File: src/rtl/wb_board_arbiter.sv
// Two-master / one-slave Wishbone classic arbiter for the shared game-board RAM.
// Optional stalled-strobe timeout is built when WB_ARB_TIMEOUT_EN is defined.
module wb_board_arbiter #(
    parameter int ADR_W          = 12,
    parameter int DAT_W          = 8,
    parameter int TIMEOUT_CYCLES = 16
) (
    input  logic             clk_i,
    input  logic             rst_ni,
    input  logic             m0_cyc_i,
    input  logic             m0_stb_i,
    input  logic             m0_we_i,
    input  logic [ADR_W-1:0] m0_adr_i,
    input  logic [DAT_W-1:0] m0_dat_w_i,
    output logic [DAT_W-1:0] m0_dat_r_o,
    output logic             m0_ack_o,
    output logic             m0_err_o,
    input  logic             m1_cyc_i,
    input  logic             m1_stb_i,
    input  logic             m1_we_i,
    input  logic [ADR_W-1:0] m1_adr_i,
    input  logic [DAT_W-1:0] m1_dat_w_i,
    output logic [DAT_W-1:0] m1_dat_r_o,
    output logic             m1_ack_o,
    output logic             m1_err_o,
    output logic             s_cyc_o,
    output logic             s_stb_o,
    output logic             s_we_o,
    output logic [ADR_W-1:0] s_adr_o,
    output logic [DAT_W-1:0] s_dat_w_o,
    input  logic [DAT_W-1:0] s_dat_r_i,
    input  logic             s_ack_i,
    output logic [1:0]       grant_o
);

    // Encoding doubles as the one-hot grant vector {M1,M0}.
    typedef enum logic [1:0] {
        IDLE = 2'b00,
        GNT0 = 2'b01,
        GNT1 = 2'b10
    } state_e;

    state_e state_q, state_d;
    logic   last_q, last_d;   // 1 = M1 was granted most recently

    logic             sel0, sel1;
    logic             act_cyc, act_stb, act_we;
    logic [ADR_W-1:0] act_adr;
    logic [DAT_W-1:0] act_dat;
    logic             stb_block;
    logic             to_err;
    logic             ack_ok;

    always_ff @(posedge clk_i or negedge rst_ni) begin
        if (!rst_ni) begin
            state_q <= IDLE;
            last_q  <= 1'b1;
        end else begin
            state_q <= state_d;
            last_q  <= last_d;
        end
    end

    always_comb begin
        state_d = state_q;
        last_d  = last_q;
        case (state_q)
            IDLE: begin
                if (m0_cyc_i && m1_cyc_i) begin
                    if (last_q) begin
                        state_d = GNT0;
                        last_d  = 1'b0;
                    end else begin
                        state_d = GNT1;
                        last_d  = 1'b1;
                    end
                end else if (m0_cyc_i) begin
                    state_d = GNT0;
                    last_d  = 1'b0;
                end else if (m1_cyc_i) begin
                    state_d = GNT1;
                    last_d  = 1'b1;
                end
            end
            GNT0:    if (!m0_cyc_i) state_d = IDLE;
            GNT1:    if (!m1_cyc_i) state_d = IDLE;
            default: state_d = IDLE;
        endcase
    end

    assign sel0    = (state_q == GNT0);
    assign sel1    = (state_q == GNT1);
    assign grant_o = state_q;

    always_comb begin
        act_cyc = 1'b0;
        act_stb = 1'b0;
        act_we  = 1'b0;
        act_adr = '0;
        act_dat = '0;
        if (sel0) begin
            act_cyc = m0_cyc_i;
            act_stb = m0_stb_i;
            act_we  = m0_we_i;
            act_adr = m0_adr_i;
            act_dat = m0_dat_w_i;
        end else if (sel1) begin
            act_cyc = m1_cyc_i;
            act_stb = m1_stb_i;
            act_we  = m1_we_i;
            act_adr = m1_adr_i;
            act_dat = m1_dat_w_i;
        end
    end

    assign s_cyc_o   = act_cyc;
    assign s_stb_o   = act_cyc & act_stb & ~stb_block;
    assign s_we_o    = act_we;
    assign s_adr_o   = act_adr;
    assign s_dat_w_o = act_dat;

    // An ack arriving after the granted master dropped cyc belongs to an aborted cycle.
    assign ack_ok     = s_ack_i & act_cyc;
    assign m0_ack_o   = sel0 & ack_ok;
    assign m1_ack_o   = sel1 & ack_ok;
    assign m0_dat_r_o = sel0 ? s_dat_r_i : '0;
    assign m1_dat_r_o = sel1 ? s_dat_r_i : '0;
    assign m0_err_o   = sel0 & to_err;
    assign m1_err_o   = sel1 & to_err;

`ifdef WB_ARB_TIMEOUT_EN
    localparam int CNT_W = $clog2(TIMEOUT_CYCLES + 1);

    logic [CNT_W-1:0] cnt_q, cnt_d;
    logic             block_q, block_d;
    logic             stall;

    assign stall     = s_stb_o & ~s_ack_i;
    // The cycle that would bring the count to TIMEOUT_CYCLES is the error cycle.
    assign to_err    = stall && (cnt_q == CNT_W'(TIMEOUT_CYCLES - 1));
    assign stb_block = block_q;

    always_comb begin
        cnt_d   = cnt_q;
        block_d = block_q;
        if ((state_d != state_q) || s_ack_i || to_err) begin
            cnt_d = '0;
        end else if (stall) begin
            cnt_d = cnt_q + 1'b1;
        end
        if (state_d != state_q) begin
            block_d = 1'b0;
        end else if (to_err) begin
            block_d = 1'b1;
        end
    end

    always_ff @(posedge clk_i or negedge rst_ni) begin
        if (!rst_ni) begin
            cnt_q   <= '0;
            block_q <= 1'b0;
        end else begin
            cnt_q   <= cnt_d;
            block_q <= block_d;
        end
    end
`else
    logic unused_timeout;

    assign unused_timeout = (TIMEOUT_CYCLES > 0);
    assign to_err         = 1'b0;
    assign stb_block      = 1'b0;
`endif

endmodule

File: config.mk
export PLATFORM = sky130hd
export DESIGN_NAME = wb_board_arbiter
export DESIGN_NICKNAME = d
export VERILOG_FILES = /design/src/rtl/wb_board_arbiter.sv
export SDC_FILE = /design/constraint.sdc
export NUM_CORES = 1
export LEC_CHECK = 0
export ABC_AREA = 1
export BUFFER_PORTS_ARGS = -buffer_cell sky130_fd_sc_hd__buf_2
export CORE_UTILIZATION = 30
export CTS_CLUSTER_DIAMETER = 60
export DETAILED_ROUTE_END_ITERATION = 12
export GPL_TIMING_DRIVEN = 1
export PLACE_DENSITY_LB_ADDON = 0.15
export SLEW_MARGIN = 20
export SYNTH_ARGS = -nofsm -noshare
export SYNTH_HDL_FRONTEND = slang
export SYNTH_SLANG_ARGS = --single-unit
File: constraint.sdc
create_clock -name clk_i -period 2 [get_ports clk_i]
set_input_delay 0.4 -clock clk_i [delete_from_list [all_inputs] [get_ports clk_i]]
set_output_delay 0.4 -clock clk_i [all_outputs]
set_load 0.005 [all_outputs]
; ---- Word-level counts from Yosys, hierarchy flattened
; Cells that the tools add are included.
[op_classes]
n_mux = 23
reduce_logical = 5
n_eq_ne = 5
n_bitwise = 4
[ops]
columns = cell, count
row1 = 8-bit two-way mux, 4
row2 = 12-bit two-way mux, 2
row3 = 2-bit two-way mux, 6
row4 = 1-bit two-way mux, 10
row5 = 2-bit one-hot mux with 3 select lines, 1
row6 = 1-bit AND, 4
row7 = 2-bit != test (second input constant), 2
row8 = 4-bit != test (second input constant), 1
row9 = 3-bit AND reduction, 1
row10 = 3-bit nonzero test, 1
row11 = 2-bit by 1-bit equality test with 1-bit output (second input constant), 1
row12 = 2-bit equality test (second input constant), 1
row13 = 2-bit logical NOT, 1
row14 = 2-bit AND reduction, 1
row15 = 1-bit logical AND, 1
[totals]
wordCells = 39
reg_bits = 3
inputBits = 57
out_inout_bits = 45

; ---- Longest topological paths before layout
[logic_depth]
word_depth = 5
mapped_depth = 6
depth_no_buf = 6

; ---- Least setup slack after synthesis
; OpenSTA, ideal clock, no wires.
[synth_timing]
kind = register to output
start = register state_q[0] (netlist: grant_o[0])
end = output port m0_ack_o
stages_incl_launch_ff = 7
path_buffers = 1
setup_slack_ps = 683
required_ps = 1600
arrival_time_ps = 917
cell_sequence = dfrtp_1 buf_6 inv_1 nand3_1 nand2_2 nand2_1 nor2_1
[synth_between]
elab_chain_cells = 5
elab_cells_between_ends = 6
classes_between = eq/ne: 2 / mux: 2 / bitwise: 2
[synth_lines]
columns = item, line_no
row1 = start: declaration, 43  ; state_e state_q, state_d;
row2 = start signal: assignment, 59  ; state_q <= state_d;
row3 = 2-bit equality test, 92  ; assign sel1 = (state_q == GNT1);
row4 = 1-bit two-way mux, 107  ; end else if (sel1) begin
row5 = 1-bit two-way mux *, 101  ; if (sel0) begin
row6 = net s_cyc_o, 26  ; output logic s_cyc_o,
row7 = 1-bit AND *, 123  ; assign ack_ok = s_ack_i & act_cyc;
row8 = 1-bit AND *, 124  ; assign m0_ack_o = sel0 & ack_ok;
row9 = end: declaration, 16  ; output logic m0_ack_o,
; The timed path passes the listed nets; every way through them passes the cells marked *.

; ---- Final worst setup path
[layout_timing]
start = register state_q[1] (netlist: grant_o[1])
end = output port m1_ack_o
[layout_between]
elab_chain_cells = 5
elab_cells_between_ends = 6
classes_between = eq/ne: 2 / mux: 2 / bitwise: 2
[layout_lines]
columns = item, line_no
row1 = 2-bit equality test, 92
row2 = 1-bit two-way mux, 107
row3 = 1-bit two-way mux, 101
row4 = 1-bit AND, 123
row5 = 1-bit AND *, 125  ; assign m1_ack_o = sel1 & ack_ok;
row6 = end: declaration, 24  ; output logic m1_ack_o,
; Mark *: on every way between the ends. The rest lies on a longest branch, timed or not.

==> results.toml <==
[routing]
viasPerCell = 4.285
route.detailed.drc = 0
wire_per_inst_um = 9.043
drtAntennaViolNets = 0
vias = 1084
totalWireLength_mm = 2.288
firstDrtPassIters = 4
drtIter0Drc = 13

[power_and_ir_drop]
pwr_density_cell_mw_per_mm2 = 1066
clock_power_share = 0.085
combPwrFrac = 0.803
seqPwrFrac = 0.113
ir_worst_vdd_mv = 0.8122
p_sw_uw = 632.5
sw_frac_of_total = 0.5153
cellLeakagePower_uw = 0.0008403
p_total_uw = 1228
internal_power_uw = 595.1

[global_routing]
grt_usage = 0.1756
grt_overflow = 0
grt_max_degree = 24
grt_pass1_wl_mm = 2.925
antenna_found_initial = 0
grt_pass1_vias = 738

[finish]
n_antenna_cell = 0
syn_to_final_growth_pct = 86.61
fin_nets = 284
final_common_cell = "buf_2"
final_cells = 253
n_fill_cell = 203
final_cell_mix = "buf_2, nand2_1, nand3_1, nor2_1, inv_1"
drive_above_1_share = 0.4956
fin_area_mm2 = 0.001151

[clock_tree]
cts_root_buffer = "clkbuf_4"
cts_tree = "yes"
cts_max_path_buffers = 2
cts_buffers = 3
htreeDepth = 1
post_cts_buffers = 0
cts.sinks = 3
clock_latency_ps = 230
cts.clk_slew.worst_paths_ps = 40

[hold_path]
hold_end = "last_q"
hold_path.class = "register to register"
min_from = "last_q"
hold-path-cell-count = 2

[worst_setup_path]
worstReg2RegEnd = "last_q"
r2r_cells = 5
crit_fanout = 15
r2r-start = "grant_o[1]"
end_kind = "output pin"
required_ps = 1600
startpoint_type = "register"
r2r_slack_ps = 990
crit_arrival_ps = 1410
critPathKind = "register to output pin"

[timing]
final-hold-violation-count = 0
max_freq_mhz = 551.8
slew_viol_final = 0
rsz0062_at_grt = "false"
finalSetupViolations = 0
finalClockSkew_ps = 1.374
period_share = 0.9062
fin_crit_ps = 1812
setup_tns_ps = 0

[synthesis]
synth_top_area_cell = "nand2_1"
yosysWarnings = 0
synthDistinctLibCells = 14
ys_top_cells_by_area = "nand2_1, nand3_1, nor2_1"
avgSynthCellArea_um2 = 4.896
ys_seq_area_frac = 0.1237
synth-seq-cells = 3
synth_cells = 126
synth_area_um2 = 616.8
yosys.area.top_type_share = 0.3103

[die]
start_util = 0.3177
coreArea_mm2 = 0.001942
num_rows = 16
die_width_um = 47.35
ios = 102
die-height_um = 47.35
die_area_mm2 = 0.002242

[run]
maxCapViolations = 0

[placement]
gp_congestion = 0.6200
place_inst = 247
dp_hpwl_mm = 1.809
post_dp_cell_area_mm2 = 0.001104
portBuffers = 99

[status]
outcome = "finished, final reports clean"
-- kinds of logic after synthesis --
logic type             share of synthesized area
and+or+nand+nor                           0.6552
other                                   0.006079
DFF                                       0.1237
AOI/OAI and AO/OA                        0.02433
buffers and inverters                     0.1907
-- cell usage after synthesis --
cell	count
nand3_1	24
o21ai_0	3
buf_4	2
inv_2	2
conb_1	1
dfrtp_1	2
buf_6	3
nor2_1	20
nor2_4	1
nand2_1	51
buf_2	4
inv_1	11
nand2_2	1
dfstp_2	1
-- layout make-up --
class	instances	area, um^2	area share
flip-flops and latches	3	76.32	0.06630
well taps	27	33.78	0.02935
clock buffers	4	26.28	0.02283
multi-input cells	103	435.4	0.3783
repair buffers	103	528.0	0.4587
inverters	13	51.30	0.04457
-- state kept, by name (all words and copies together), names as in the netlist --
register	count
grant_o	2
last_q	1
-- layer usage --
layer,up-vias,track usage,share of wire
met5,-,0,0
met4,0,0.03429,0
met3,0,0.02308,0.065
met2,41,0.3205,0.53
met1,460,0.2177,0.41
li1,583,-,-
-- metrics by stage --
step | utilization | hold slack, ps | worst slack [ps]
after detailed placement | 0.5683 | 200.2 | 282.4
after CTS | 0.5870 | 487.4 | 9.743
after floorplan | - | 104.4 | 682.7
after global placement | 0.5683 | 196.5 | 359.4
final | 0.5928 | 481.2 | 187.6
after global routing | 0.5928 | 490.3 | 7.725
-- power by group through the flow --
stage,clock network [uW],registers [uW],logic [uW]
floorplan,0,118,620
global placement,0,125,950
detailed placement,0,129,967
CTS,108,130,974
global route,116,145,1140
finish,104,138,985
-- worst max-delay path: stages (launching register included) --
cell and delay, ps:
dfrtp_1 420, inv_4 110, nor2_4 280, inv_2 140, nor2_1 120, buf_2 110
-- how the worst max path moves through the flow --
stage | slack (ps) | depth (start not counted) | from | to
2_1_floorplan | 680 | 6 | grant_o[0] | m0_ack_o
3_3_place_gp | 360 | 5 | grant_o[1] | m1_ack_o
3_5_place_dp | 280 | 5 | grant_o[1] | m1_dat_r_o[6]
4_1_cts | 10 | 5 | grant_o[1] | m1_dat_r_o[6]
5_1_grt | 8 | 5 | grant_o[1] | m1_dat_r_o[5]
6_report | 190 | 5 | grant_o[1] | m1_ack_o
-- what timing repair did --
item                                    in CTS  in global routing
hold buffers                                 1                  0
endpoints found under the setup margin       0                 28
gates resized for setup                      0                  2
hold endpoints to repair                     2                  0
Power figures use the tool's default switching activity.
